$ cat config.mk
export PLATFORM = sky130hd
export DESIGN_NAME = uart
export DESIGN_NICKNAME = d
export VERILOG_FILES = /design/src/rtl/uart_pkg.sv /design/src/rtl/uart_rx.sv /design/src/rtl/uart_tx.sv /design/src/rtl/uart.sv
export SDC_FILE = /design/constraint.sdc
export NUM_CORES = 1
export LEC_CHECK = 0
export ABC_AREA = 1
export ABC_CLOCK_PERIOD_IN_PS = 4400
export CORE_MARGIN = 2
export CORE_UTILIZATION = 51
export DETAILED_ROUTE_END_ITERATION = 10
export PLACE_DENSITY = 0.7
export SETUP_SLACK_MARGIN = 0.2
export SLEW_MARGIN = 20
export SYNTH_ARGS = -nofsm -noshare
export SYNTH_HDL_FRONTEND = slang
export SYNTH_SLANG_ARGS = --single-unit
$ cat constraint.sdc
create_clock -name clk -period 4.4 [get_ports clk]
set_clock_uncertainty 0.05 [all_clocks]
set_input_delay 1.32 -clock clk [delete_from_list [all_inputs] [get_ports clk]]
set_output_delay 1.32 -clock clk [all_outputs]
set_load 0.02 [all_outputs]
$ cat src/rtl/uart_pkg.sv
// Shared types and helpers for the 8N1 UART transmitter and receiver.
`timescale 1ns/1ps
package uart_pkg;

  typedef enum logic [2:0] {
    TX_IDLE,
    TX_START,
    TX_DATA,
    TX_STOP,
    TX_DONE
  } tx_state_t;

  typedef enum logic [1:0] {
    RX_IDLE,
    RX_START,
    RX_DATA,
    RX_STOP
  } rx_state_t;

  // Integer bit period in system clocks (truncating division).
  function automatic int clks_per_bit(input int freq, input int baud);
    return freq / baud;
  endfunction

endpackage

$ cat src/rtl/uart_rx.sv
// 8N1 receiver: synchronises rx, validates the start bit at half period,
// samples each bit mid-period and publishes the byte only on a valid stop bit.
`timescale 1ns/1ps
module uart_rx
  import uart_pkg::*;
#(
  parameter int CLK_FREQ   = 50000000,
  parameter int BAUD_RATE  = 19200,
  parameter int DATA_WIDTH = 8
) (
  input  logic                  clk,
  input  logic                  rst,
  input  logic                  rx,
  output logic [DATA_WIDTH-1:0] rx_data_out
);

  localparam int CPB = clks_per_bit(CLK_FREQ, BAUD_RATE);
  localparam int CW  = $clog2(CPB) + 1;
  localparam int BW  = $clog2(DATA_WIDTH);
  localparam logic [CW-1:0] CNT_LAST = CW'(CPB - 1);
  localparam logic [CW-1:0] CNT_HALF = CW'(CPB / 2);
  localparam logic [BW-1:0] IDX_LAST = BW'(DATA_WIDTH - 1);

  rx_state_t             state, state_next;
  logic [CW-1:0]         cnt, cnt_next;
  logic [BW-1:0]         bit_idx, idx_next;
  logic [DATA_WIDTH-1:0] shreg, shreg_next;
  logic [DATA_WIDTH-1:0] data_next;
  logic                  rx_meta, rx_sync;

  // Two-flop synchroniser; resets to the idle line level so reset never looks like a start bit.
  always_ff @(posedge clk or negedge rst) begin
    if (!rst) begin
      rx_meta <= 1'b1;
      rx_sync <= 1'b1;
    end else begin
      rx_meta <= rx;
      rx_sync <= rx_meta;
    end
  end

  // Receiver state, counters and the published byte.
  always_ff @(posedge clk or negedge rst) begin
    if (!rst) begin
      state       <= RX_IDLE;
      cnt         <= '0;
      bit_idx     <= '0;
      shreg       <= '0;
      rx_data_out <= '0;
    end else begin
      state       <= state_next;
      cnt         <= cnt_next;
      bit_idx     <= idx_next;
      shreg       <= shreg_next;
      rx_data_out <= data_next;
    end
  end

  // Next-state logic: half-bit start validation, then one sample per bit period.
  always_comb begin
    state_next = state;
    cnt_next   = cnt;
    idx_next   = bit_idx;
    shreg_next = shreg;
    data_next  = rx_data_out;
    unique case (state)
      RX_IDLE: begin
        cnt_next = '0;
        idx_next = '0;
        if (!rx_sync) state_next = RX_START;
      end
      RX_START: begin
        if (cnt == CNT_HALF) begin
          cnt_next   = '0;
          state_next = rx_sync ? RX_IDLE : RX_DATA;
        end else begin
          cnt_next = cnt + 1'b1;
        end
      end
      RX_DATA: begin
        if (cnt == CNT_LAST) begin
          cnt_next   = '0;
          shreg_next = {rx_sync, shreg[DATA_WIDTH-1:1]};
          if (bit_idx == IDX_LAST) begin
            idx_next   = '0;
            state_next = RX_STOP;
          end else begin
            idx_next = bit_idx + 1'b1;
          end
        end else begin
          cnt_next = cnt + 1'b1;
        end
      end
      RX_STOP: begin
        if (cnt == CNT_LAST) begin
          cnt_next   = '0;
          if (rx_sync) data_next = shreg;
          state_next = RX_IDLE;
        end else begin
          cnt_next = cnt + 1'b1;
        end
      end
      default: begin
        state_next = RX_IDLE;
      end
    endcase
  end

endmodule

$ cat src/rtl/uart_tx.sv
// 8N1 transmitter: start bit, DATA_WIDTH bits LSB first, stop bit, then a
// one-cycle done pulse. The byte is latched on the accepting cycle only.
`timescale 1ns/1ps
module uart_tx
  import uart_pkg::*;
#(
  parameter int CLK_FREQ   = 50000000,
  parameter int BAUD_RATE  = 19200,
  parameter int DATA_WIDTH = 8
) (
  input  logic                  clk,
  input  logic                  rst,
  input  logic                  start,
  input  logic [DATA_WIDTH-1:0] tx_data_in,
  output logic                  tx,
  output logic                  tx_active,
  output logic                  done_tx
);

  localparam int CPB = clks_per_bit(CLK_FREQ, BAUD_RATE);
  localparam int CW  = $clog2(CPB) + 1;
  localparam int BW  = $clog2(DATA_WIDTH);
  localparam logic [CW-1:0] CNT_LAST = CW'(CPB - 1);
  localparam logic [BW-1:0] IDX_LAST = BW'(DATA_WIDTH - 1);

  tx_state_t             state, state_next;
  logic [CW-1:0]         cnt, cnt_next;
  logic [BW-1:0]         bit_idx, idx_next;
  logic [DATA_WIDTH-1:0] shreg, shreg_next;
  logic                  tx_next, active_next, done_next;

  // State and registered outputs; reset forces the line idle and drops any frame.
  // NOTE: sequential state uses non-blocking assignments so every register
  // samples the pre-edge values computed by the combinational block.
  always_ff @(posedge clk or negedge rst) begin
    if (!rst) begin
      state     <= TX_IDLE;
      cnt       <= '0;
      bit_idx   <= '0;
      shreg     <= '0;
      tx        <= 1'b1;
      tx_active <= 1'b0;
      done_tx   <= 1'b0;
    end else begin
      state     <= state_next;
      cnt       <= cnt_next;
      bit_idx   <= idx_next;
      shreg     <= shreg_next;
      tx        <= tx_next;
      tx_active <= active_next;
      done_tx   <= done_next;
    end
  end

  // Next-state logic; the line level for the upcoming bit is set on the transition into it.
  // NOTE: every variable gets a default first so no path can infer a latch.
  always_comb begin
    state_next  = state;
    cnt_next    = cnt;
    idx_next    = bit_idx;
    shreg_next  = shreg;
    tx_next     = tx;
    active_next = tx_active;
    done_next   = 1'b0;
    unique case (state)
      TX_IDLE: begin
        tx_next     = 1'b1;
        active_next = 1'b0;
        if (start) begin
          shreg_next  = tx_data_in;
          cnt_next    = '0;
          idx_next    = '0;
          tx_next     = 1'b0;
          active_next = 1'b1;
          state_next  = TX_START;
        end
      end
      TX_START: begin
        if (cnt == CNT_LAST) begin
          cnt_next   = '0;
          tx_next    = shreg[0];
          shreg_next = shreg >> 1;
          state_next = TX_DATA;
        end else begin
          cnt_next = cnt + 1'b1;
        end
      end
      TX_DATA: begin
        if (cnt == CNT_LAST) begin
          cnt_next = '0;
          if (bit_idx == IDX_LAST) begin
            idx_next   = '0;
            tx_next    = 1'b1;
            state_next = TX_STOP;
          end else begin
            idx_next   = bit_idx + 1'b1;
            tx_next    = shreg[0];
            shreg_next = shreg >> 1;
          end
        end else begin
          cnt_next = cnt + 1'b1;
        end
      end
      TX_STOP: begin
        if (cnt == CNT_LAST) begin
          cnt_next    = '0;
          active_next = 1'b0;
          done_next   = 1'b1;
          state_next  = TX_DONE;
        end else begin
          cnt_next = cnt + 1'b1;
        end
      end
      TX_DONE: begin
        state_next = TX_IDLE;
      end
      default: begin
        state_next = TX_IDLE;
      end
    endcase
  end

endmodule

$ cat src/rtl/uart.sv
// Full-duplex 8N1 UART top: independent transmitter and receiver sharing one divider setting.
`timescale 1ns/1ps
module uart
  import uart_pkg::*;
#(
  parameter int CLK_FREQ   = 50000000,
  parameter int BAUD_RATE  = 19200,
  parameter int DATA_WIDTH = 8
) (
  input  logic                  clk,
  input  logic                  rst,
  input  logic                  start,
  input  logic [DATA_WIDTH-1:0] tx_data_in,
  output logic                  tx,
  output logic                  tx_active,
  output logic                  done_tx,
  input  logic                  rx,
  output logic [DATA_WIDTH-1:0] rx_data_out
);

  uart_tx #(
    .CLK_FREQ  (CLK_FREQ),
    .BAUD_RATE (BAUD_RATE),
    .DATA_WIDTH(DATA_WIDTH)
  ) u_tx (
    .clk       (clk),
    .rst       (rst),
    .start     (start),
    .tx_data_in(tx_data_in),
    .tx        (tx),
    .tx_active (tx_active),
    .done_tx   (done_tx)
  );

  uart_rx #(
    .CLK_FREQ  (CLK_FREQ),
    .BAUD_RATE (BAUD_RATE),
    .DATA_WIDTH(DATA_WIDTH)
  ) u_rx (
    .clk        (clk),
    .rst        (rst),
    .rx         (rx),
    .rx_data_out(rx_data_out)
  );

endmodule

Word-level counts from Yosys, hierarchy flattened
Cells that the tools add are included.

cells by class
  shifts and indexed selects = 0
  reductions and logical operators = 19
  add/subtract/negate cells = 4
  divide/modulo/power cells = 0
  $lt $le $gt $ge = 0
  multipliers = 0
  muxes and demuxes = 41
  equal/unequal tests = 22
  bitwise operators = 0

operator list
  operator                                                                 number
  13-bit 2-to-1 mux                                                        4
  13-bit one-hot mux with 3 select lines                                   1
  8-bit 2-to-1 mux                                                         4
  3-bit 2-to-1 mux                                                         10
  13-bit by 1-bit adder with 13-bit output, second input constant          2
  13-bit by 12-bit equality test with 1-bit output, second input constant  2
  13-bit one-hot mux with 2 select lines                                   1
  8-bit one-hot mux with 3 select lines                                    1
  2-bit by 1-bit inequality test with 1-bit output, second input constant  8
  5-bit AND reduction                                                      3
  13-bit by 11-bit equality test with 1-bit output, second input constant  1
  2-bit 2-to-1 mux                                                         6
  3-bit one-hot mux with 2 select lines                                    2
  3-bit one-hot mux with 4 select lines                                    1
  3-bit AND reduction                                                      3
  1-bit 2-to-1 mux                                                         8
  2-bit one-hot mux with 4 select lines                                    1
  2-bit AND reduction                                                      4
  2-bit nonzero test                                                       4
  3-bit by 1-bit adder with 3-bit output, second input constant            2
  3-bit by 2-bit equality test with 1-bit output, second input constant    2
  3-bit equality test, second input constant                               2
  2-bit inequality test, second input constant                             3
  2-bit equality test, second input constant                               2
  other kinds (9)                                                          9

word-level totals
  word-level logic and storage cells = 100
  latch bits = 0
  flip-flop bits (word level) = 66
  bits in read-only memories = 0
  memories = 0
  output and inout port bits = 11
  memory bits (writable) = 0

Longest topological paths before layout
  depth in word-level cells = 4
  depth in mapped cells = 10
  depth with buffers taken out = 10

Cells and area by module
A second synthesis with hierarchy kept.

second synthesis, totals
  cell total of the unflattened synthesis = 437
  area total of the unflattened synthesis = 3530.9 um^2

by module, submodules not included
  module   times used  area each (um^2)  sequential area each (um^2)  cells each
  uart_tx  1           1804.2            752.0                        243
  uart_rx  1           1726.7            903.4                        194

Worst setup path after synthesis
Ideal clock, no wire load.

  path type = input -> register
  start point = input port start
  end point = register u_tx.state[1]
  arrival time = 1841 ps
  stages = 8
  required time = 4224 ps
  setup slack = 2384 ps
  cell sequence = inv_1 > nand2_2 > buf_6 > o21ai_2 > inv_1 > nand2_2 > nand2_1 > o21ai_1

on the way
  word-level cells in the longest chain between the ends = 2

ends and longest elaborated chain
  item                                    line           text
  from (decl)                             uart.sv:12     input logic start,
  2-bit inequality test (no source line)  --
  5-bit AND reduction (no source line)    --
  to (signal assigned)                    uart_tx.sv:45  state <= state_next;
  to (decl)                               uart_tx.sv:26  tx_state_t state, state_next;

No other way between the ends.
A chain may end at the register's enable or synchronous reset.

Worst setup path in the final report
  start point = register u_tx.tx
  end point = output port tx

RTL lines
  item                    line           text
  from (decl)             uart_tx.sv:15  output logic tx,
  from (signal assigned)  uart_tx.sv:49  tx <= tx_next;
  to (decl)               uart.sv:14     output logic tx,

No word-level cell between the ends.

==> run_results.csv <==
group,metric,value,unit
status,status,"finished, violations left",
status,failed_checks,"design-rule violations",
cells_and_area,antennaDiodeCount,0,
worst_setup_path,worstSetupEndpointType,"output pin",
power_and_ir_drop,leakage,0.00188,uW
sta,min_period,2.86,ns
drt,drtPass1Iterations,7,
worst_setup_path,critPathBufInv,1,
placed_design,routabilityCongestion,0.853,
worst_setup_path,start_kind,"flop",
power_and_ir_drop,peakVddDrop,0.343,mV
sta,fin_crit_sh,65.1,%
drt,routedWlPerCell,12.4,microns
global_route,grt_pass1_wl,11800,microns
drt,wl,6560,microns
clock_tree,h-tree-depth,3,
floorplan,core,6420,sq um
sta,setup_violations,0,
global_route,grt.overflow.total,0,
worst_setup_path,critPathMaxFanout,2,
yosys,netlist_area,3420,sq um
yosys,ys_seq_area_share,48.5,%
sta,finalHoldViolCount,0,
global_route,grt.total_usage,20.3,%
floorplan,die_x,85.8,microns
cells_and_area,nets,468,
clock_tree,clk_pin_slew,0.07,ns
sta,finalSetupTns,0,ns
sta,drv_slew,0,
sta,fmax,0.349,GHz
worst_setup_path,crit_chain,"clkdlybuf4s50_1",
drt,drcViolationCount,1,
placed_design,io_buffers,22,
drt,antenna_left,0,
power_and_ir_drop,powerDensity,462,nW/um^2
floorplan,start_util,53.2,%
worst_setup_path,critical_path_class,"reg2out",
floorplan,die_h,85.8,microns
yosys,synth_cell_types,28,
clock_tree,hold_buffers,0,
yosys,ys_warn_count,0,
floorplan,rows,29,
clock_tree,post_cts_buffers,0,
global_route,grt_start_max_net_pins,50,
cells_and_area,area_growth,14.9,%
job,maxCapViolations,0,
sta,grt_setup_unrepaired,"false",
sta,setup_slack,1.54,ns
clock_tree,cts_root_buffer,"clkbuf_8",
drt,detail_route.vias_per_cell,5.23,
clock_tree,cts_buffers,9,
clock_tree,cts_resized,0,
placed_design,pre_cts_slack,1.62,ns
yosys,synth_edf_count,0,
worst_hold_path,hp-class,"reg2reg",
drt,dr.first_iter.drc_count,96,
worst_setup_path,arrival,1.49,ns
yosys,synth_top_area_cell,"dfrtp_1",
sta,hold_slack,0.312,ns
yosys,ys.flop_type,"dfrtp_1",
worst_setup_path,crit_family,"buffers and inverters",
yosys,ys_ff_latch,66,
yosys,syn_avg_cell_area,8.17,sq um
clock_tree,clock_sinks,66,
clock_tree,cts_tree,"done",
yosys,synth_area_leaders,"dfrtp_1, nand2_1, inv_1",
cells_and_area,fill_cells,573,
placed_design,dpl.hpwl,4770,microns
global_route,grt_pass1_vias,2655,
sta,slew-limit-headroom,60.3,%
cells_and_area,multiInputGateArea,1530,sq um
floorplan,io_pins,23,
yosys,synth_cells,418,
worst_setup_path,slowest_stage,"clkdlybuf4s50_1",
clock_tree,clkLatencyLatePin,0.34,ns
sta,tightest_slew,0.595,ns
worst_setup_path,cp_slowest_stage_delay,0.60,ns
cells_and_area,layout-drive-gt1-share,14.8,%
global_route,antenna_found_initial,0,
drt,routed-via-count,2777,
cells_and_area,seq_area,1660,sq um
yosys,synthArstFlopShare,100,%
floorplan,dieArea,7370,sq um
clock_tree,clk_path_buf_depth,2,
yosys,synth_top_cell_area_share,46.2,%
worst_setup_path,worstPathRequired,3.03,ns
yosys,syn_nets,437,
sequential cells by signal (all words and copies together), names as in the netlist, named ones only:
| name | flops |
|---|---|
| u_rx.cnt | 13 |
| u_tx.cnt | 13 |
| u_tx.tx | 1 |
| u_tx.bit_idx | 3 |
| u_rx.bit_idx | 3 |
| u_tx.state | 3 |
| u_tx.tx_active | 1 |
| u_rx.shreg | 8 |
| u_rx.rx_data_out | 8 |
| u_tx.done_tx | 1 |
| u_rx.rx_sync | 1 |
| u_rx.rx_meta | 1 |
| u_rx.state | 1 |
| u_tx.shreg | 8 |
metrics by stage:
stage          cells  util, %  total power [uW]  instance area [sq um]
6_report         531     61.1              1820                   3930
5_1_grt          531     61.1              1940                   3930
4_1_cts          531     61.1              1830                   3920
3_5_place_dp     515     57.6              1250                   3700
3_3_place_gp     515     57.6              1230                   3700
2_1_floorplan    418        -              1130                   3420
area by class of cell:
type | instances | share of cell area (%)
inverters | 48 | 4.65
clock inverters | 6 | 2.26
flip-flops and latches | 66 | 42.2
multi-input cells | 300 | 39.0
clock buffers | 10 | 3.51
well taps | 77 | 2.45
repair buffers | 24 | 5.93
synthesized netlist by cell type, drive strengths merged, types with 3 or more instances:
cell type  count
buf            4
dfrtp         63
o21ai         34
inv           48
nand3         31
ha             7
nor2          44
dfstp          3
a21oi          5
nor3          14
nand4         13
nand2        139
xor2           5
logic make-up (layout without fill, tap and decap cells):
logic type,after synthesis,count (layout),share of synthesized area [%]
simple gates,244,244,32.6
buf+inv,52,88,6.67
compound gates,42,42,7.95
flops,66,66,48.5
fa+ha+maj,7,7,2.56
xor+xnor,7,7,1.79
power breakdown:
part           total, uW  switching [uW]  internal [uW]
Clock                577             242            335
Sequential           744            57.1            687
Combinational        495             334            160
Total               1820             633           1180
worst register-to-register path, cell delays in order (launching register included):
cell and delay (ns):
dfrtp_1 0.47, o21ai_0 0.44, inv_1 0.26, nand2_1 0.21, nand2_2 0.10, nand2_1 0.07
o21ai_1 0.07
layout by cell type (no fill, tap or decap):
cell type	n
clkinv_2	1
o21ai_1	4
nand2_4	3
o22ai_1	2
nand3_4	1
xor2_1	5
o21ai_2	15
inv_1	41
nand4_1	13
or2_0	1
bufinv_16	2
inv_2	6
o31ai_1	1
ha_1	7
nand2_2	9
clkbuf_8	10
clkinvlp_4	2
a21oi_1	5
nor3_1	12
o21ai_0	15
buf_4	3
inv_4	1
nand3_1	26
nand3_2	4
nand2_1	127
inv_6	1
nand3b_1	2
nor2_1	40
nor2_2	4
nor3_2	2
dfrtp_1	63
xnor2_1	2
clkdlybuf4s50_1	21
dfstp_2	3
final timing paths:
check / startpoint / to / slack, ns / cells past startpoint
setup / recovery: u_tx.tx / tx / 1.54 / 1
hold / removal: u_rx.rx_meta / u_rx.rx_sync / 0.31 / 0
setup reg to reg: u_tx.state[1] / u_tx.state[1] / 2.61 / 6
hold reg to reg: u_rx.rx_meta / u_rx.rx_sync / 0.31 / 0
max in group asynchronous: rst / u_tx.bit_idx[0] / 2.77 / 2
min in group asynchronous: rst / u_rx.cnt[4] / 0.92 / 1
per-layer routing:
layer / wire length (microns) / part of all wire [%] / global-route usage, %
met4: 113 / 1.7 / 9.52
met5: 0 / 0 / 0
met1: 3120 / 47 / 25.8
met2: 3150 / 48 / 33.7
met3: 182 / 2.8 / 3.46
No activity file was read; power rests on OpenSTA's default activity.
